--- src/rtl/cpu_types_pkg.sv ---
// Shared CPU types: data word, RAM handshake state, arbiter FSM states
// and the latched RAM request payload.
package cpu_types_pkg;

  localparam int unsigned WORD_W = 32;

  typedef logic [WORD_W-1:0] word_t;

  typedef enum logic [1:0] {
    FREE   = 2'd0,
    BUSY   = 2'd1,
    ACCESS = 2'd2,
    ERROR  = 2'd3
  } ramstate_t;

  typedef enum logic [2:0] {
    IDLE  = 3'd0,
    IREQ  = 3'd1,
    DREQ  = 3'd2,
    IDONE = 3'd3,
    DDONE = 3'd4,
    ERR   = 3'd5
  } arb_state_t;

  typedef struct packed {
    word_t addr;
    word_t store;
    logic  wr;
  } ram_req_t;

endpackage

--- src/rtl/memory_arbiter.sv ---
// Arbitrates instruction and data ports onto a single RAM; data wins ties,
// and a stalled access is aborted after TIMEOUT counted wait cycles.
module memory_arbiter
  import cpu_types_pkg::*;
#(
  parameter int unsigned TIMEOUT = 255,
  parameter word_t       BADWORD = 32'hBAD1BAD1
) (
  input  logic      CLK,
  input  logic      nRST,
  input  logic      iREN,
  input  word_t     iaddr,
  input  logic      dREN,
  input  logic      dWEN,
  input  word_t     daddr,
  input  word_t     dstore,
  output logic      iwait,
  output logic      dwait,
  output word_t     iload,
  output word_t     dload,
  output logic      merr,
  output logic      ramREN,
  output logic      ramWEN,
  output word_t     ramaddr,
  output word_t     ramstore,
  input  word_t     ramload,
  input  ramstate_t ramstate
);

  localparam int unsigned CNT_W = (TIMEOUT < 1) ? 1 : $clog2(TIMEOUT + 1);

  arb_state_t       state_q, state_d;
  ram_req_t         req_q, req_d;
  logic [CNT_W-1:0] cnt_q, cnt_d;
  word_t            iload_q, iload_d;
  word_t            dload_q, dload_d;
  logic             abort_data_q, abort_data_d;

  // Next-state and RAM-side outputs; strobes come only from the latched request.
  always_comb begin
    state_d      = state_q;
    req_d        = req_q;
    cnt_d        = cnt_q;
    iload_d      = iload_q;
    dload_d      = dload_q;
    abort_data_d = abort_data_q;
    ramREN       = 1'b0;
    ramWEN       = 1'b0;
    ramaddr      = '0;
    ramstore     = '0;

    case (state_q)
      IDLE: begin
        if (dREN || dWEN) begin
          state_d = DREQ;
          req_d   = '{addr: daddr, store: dstore, wr: dWEN};
          cnt_d   = '0;
        end else if (iREN) begin
          state_d = IREQ;
          req_d   = '{addr: iaddr, store: '0, wr: 1'b0};
          cnt_d   = '0;
        end
      end
      IREQ, DREQ: begin
        ramaddr  = req_q.addr;
        ramstore = req_q.store;
        ramWEN   = req_q.wr;
        ramREN   = !req_q.wr;
        if (ramstate == ACCESS) begin
          state_d = (state_q == IREQ) ? IDONE : DDONE;
          if (!req_q.wr) begin
            if (state_q == IREQ) iload_d = ramload;
            else                 dload_d = ramload;
          end
        end else if (ramstate == ERROR || cnt_q == CNT_W'(TIMEOUT)) begin
          state_d      = ERR;
          abort_data_d = (state_q == DREQ);
          if (state_q == DREQ) dload_d = BADWORD;
          else                 iload_d = BADWORD;
        end else begin
          // Leaving this branch at cnt_q == TIMEOUT keeps the counter saturated.
          cnt_d = cnt_q + CNT_W'(1);
        end
      end
      IDONE, DDONE, ERR: state_d = IDLE;
      default:           state_d = IDLE;
    endcase
  end

  // Port-side handshake: a wait drops only in the completing or aborting cycle.
  assign iwait = iREN && !((state_q == IDONE) || (state_q == ERR && !abort_data_q));
  assign dwait = (dREN || dWEN) && !((state_q == DDONE) || (state_q == ERR && abort_data_q));
  assign merr  = (state_q == ERR);
  assign iload = iload_q;
  assign dload = dload_q;

  always_ff @(posedge CLK or negedge nRST) begin
    if (!nRST) begin
      state_q      <= IDLE;
      req_q        <= '0;
      cnt_q        <= '0;
      iload_q      <= '0;
      dload_q      <= '0;
      abort_data_q <= 1'b0;
    end else begin
      state_q      <= state_d;
      req_q        <= req_d;
      cnt_q        <= cnt_d;
      iload_q      <= iload_d;
      dload_q      <= dload_d;
      abort_data_q <= abort_data_d;
    end
  end

endmodule

--- config.mk ---
export PLATFORM = sky130hd
export DESIGN_NAME = memory_arbiter
export DESIGN_NICKNAME = d
export VERILOG_FILES = /design/src/rtl/cpu_types_pkg.sv /design/src/rtl/memory_arbiter.sv
export SDC_FILE = /design/constraint.sdc
export NUM_CORES = 1
export LEC_CHECK = 0
export BUFFER_PORTS_ARGS = -buffer_cell sky130_fd_sc_hd__buf_4
export CORE_ASPECT_RATIO = 2
export CORE_UTILIZATION = 50
export DETAILED_ROUTE_END_ITERATION = 8
export GPL_ROUTABILITY_DRIVEN = 1
export PLACE_DENSITY = 0.83
export SLEW_MARGIN = 15
export SYNTH_ARGS = -nofsm -noshare
export SYNTH_HDL_FRONTEND = slang
export SYNTH_SLANG_ARGS = --single-unit
--- constraint.sdc ---
create_clock -name CLK -period 3.55 [get_ports CLK]
set_clock_uncertainty 0.15 [all_clocks]
set_input_delay 0.1775 -clock CLK [delete_from_list [all_inputs] [get_ports CLK]]
set_output_delay 0.1775 -clock CLK [all_outputs]
set_load 0.02 [all_outputs]
==> impl_metrics.env <==
export IMPL_vdd_ir_drop_max_uv=771.6
export IMPL_avgSynthCellArea_um2=11.83
export IMPL_nNetsFinal=1066
export IMPL_cts_made_buffers=17
export IMPL_fin_util_pct=82.85
export IMPL_finalCriticalPeriod_ps=2851
export IMPL_grt_pass1_vias=6524
export IMPL_die_area_mm2=0.01343
export IMPL_yosys_top_cells_count="dfrtp_1, and2_1, mux2_2"
export IMPL_cts_tree="yes"
export IMPL_final_cells=1093
export IMPL_gr_total_overflow=0
export IMPL_num_rows=58
export IMPL_powerDensity_mw_per_mm2=823.2
export IMPL_worstPathRequired_ps=3630
export IMPL_fin_crit_sh_pct=80.31
export IMPL_timing_final_ws_setup_ps=698.9
export IMPL_diodes=0
export IMPL_worstMarginPinSlew_ps=1100
export IMPL_area_growth_pct=61.63
export IMPL_postPlaceCellArea_mm2=0.008524
export IMPL_p_leak_nw=4.901
export IMPL_die_w_um=82.45
export IMPL_vias_per_cell=5.500
export IMPL_grt_antenna_before_repair=0
export IMPL_fp_coreArea_mm2=0.01263
export IMPL_post_place_ws_ps=983.4
export IMPL_synth_cells=547
export IMPL_fin_tns_setup_ps=0
export IMPL_post_cts_resized=0
export IMPL_yosysMostFrequentCell="dfrtp_1"
export IMPL_hold_violations=0
export IMPL_outcome="finished clean"
export IMPL_initial_core_util_pct=51.26
export IMPL_portBuffers=267
export IMPL_min_path_type="in -> reg"
export IMPL_ys_ff_latch=141
export IMPL_clock_path_buffers=2
export IMPL_syn_nets=683
export IMPL_grt_pass1_wl_um=31970
export IMPL_ioPinCount=268
export IMPL_max_freq_ghz=0.3507
export IMPL_synth_top_flop_cell="dfrtp_1"
export IMPL_start_kind="input pin"
export IMPL_yosysUniqueCellTypes=48
export IMPL_postRouteAntennaNets=0
export IMPL_drt_total_wl_um=20970
export IMPL_routed_via_count=6012
export IMPL_synthTopCellsByArea="dfrtp_1, mux2_2, and2_1, mux2i_1, a22o_1"
export IMPL_grt_max_degree=89
export IMPL_synth_yosys_seq_area_share_pct=54.51
export IMPL_place_inst=929
export IMPL_grt_total_usage_pct=32.06
export IMPL_drt_initial_drc_count=278
export IMPL_place_detailed_hpwl_um=12180
export IMPL_wl_per_cell_um=19.18
export IMPL_worstPathMaxFanout=60
export IMPL_die_h_um=162.9
export IMPL_syn_area_mm2=0.006472
export IMPL_cts_max_level=4
export IMPL_setup_violations=0
export IMPL_synth_warnings=0
export IMPL_slew_headroom_pct=26.40
export IMPL_crit_type="in -> reg"
export IMPL_async_flop_share_pct=100.0
export IMPL_slew_violations=0
export IMPL_cts_sinks=141
export IMPL_gp_congestion=0.8591
export IMPL_endpoint_kind="flip-flop"
export IMPL_drtPass1Iterations=5
export IMPL_drive_gt1_share_pct=38.92
export IMPL_clk_pin_slew_ps=60
export IMPL_clk_latency_ps=410
export IMPL_synth_top_area_share_pct=54.51
export IMPL_synth_edff_count=0
export IMPL_synth_area_leader_cell="dfrtp_1"
export IMPL_postCtsSetupBuffers=0
export IMPL_cap_violations=0
export IMPL_crit_arrival_ps=2930
export IMPL_cts_root_buf="clkbuf_16"
export IMPL_fin_area_mm2=0.01046
export IMPL_rsz0062_at_grt="false"
export IMPL_drc_errors=0
placed cells by master (no fill, tap or decap), types with 2 or more instances in the layout:
cell type / count
nor2b_1: 2
a21o_1: 2
and2_1: 81
dfrtp_1: 141
dlygate4sd3_1: 130
or2_2: 2
nor2_4: 2
inv_6: 6
nand2b_1: 23
nor3_1: 2
a22o_1: 32
bufinv_16: 2
nand3_1: 9
clkinvlp_4: 3
inv_1: 2
buf_12: 2
a31oi_1: 2
nand2_1: 38
buf_4: 271
mux2_2: 51
a21oi_1: 3
o21ai_0: 35
mux2_1: 14
clkbuf_16: 17
nor2_1: 5
nor4_1: 2
mux2i_1: 34
clkbuf_1: 2
o2bb2ai_1: 2
final timing paths:
| kind | cells after the start | from | slack (ps) | end |
|---|---|---|---|---|
| max in group asynchronous | 3 | nRST | 2190 | req_q[9] |
| max | 6 | dWEN | 700 | req_q[35] |
| min in group asynchronous | 2 | nRST | 280 | dload[2] |
| min reg2reg | 2 | req_q[54] | 340 | req_q[54] |
| max reg2reg | 4 | state_q[2] | 1020 | req_q[35] |
| min | 4 | ramstate[1] | 20 | cnt_q[1] |
power by group:
group,switching (W),internal (W)
Clock,0.000713,0.00105
Sequential,0.000423,0.00225
Combinational,0.00231,0.00186
Total,0.00345,0.00516
layer usage:
metal	global-route usage, %	wire (um)	up-vias
met1	31.07	7032	2971
met2	59.28	11620	290
met3	7.115	1243	88
met5	0	0	-
li1	-	-	2663
met4	18.02	1070	0
area by class of cell:
| cell class | instances | area (um2) |
|---|---|---|
| clock buffer | 19 | 432.9 |
| clock inverter | 13 | 155.1 |
| fill | 660 | 2166 |
| inverter | 2 | 7.507 |
| multi-input combinational | 363 | 2735 |
| sequential | 141 | 3528 |
| tap | 150 | 187.7 |
| timing repair buffer | 405 | 3415 |
stage by stage:
stage | hold WS [ps] | total power [W]
6_report | 21.22 | 0.008612
5_1_grt | 34.58 | 0.009034
4_1_cts | 7.613 | 0.008420
3_5_place_dp | 151.2 | 0.006507
3_3_place_gp | 134.8 | 0.006356
2_1_floorplan | -268.1 | 0.004949
logic make-up after synthesis:
| logic type | after synthesis | share of synthesized area (%) |
|---|---|---|
| adder cells (fa/ha/maj) | 1 | 0.1933 |
| multiplexers | 100 | 16.80 |
| buffers and inverters | 43 | 3.557 |
| AND/OR/NAND/NOR | 175 | 15.62 |
| XOR/XNOR | 1 | 0.1353 |
| flip-flops | 141 | 54.51 |
| AO/OA/AOI/OAI | 86 | 9.182 |
state kept, by name, summed over array words and instances, names as in the netlist:
register and flops:
req_q 65, dload 32, cnt_q 8, abort_data_q 1
state_q 3, iload 32
repair_timing:
item | in CTS | in global routing
hold endpoints to repair | 213 | 0
hold buffers | 130 | 0
setup endpoints to repair | 0 | 0
worst max-delay path: stages:
cell and delay [ps]:
dlygate4sd3_1 530, buf_4 150, or2_2 320, o21ai_4 850, buf_4 600, o21ai_0 270
(Power assumes the default switching activity.)
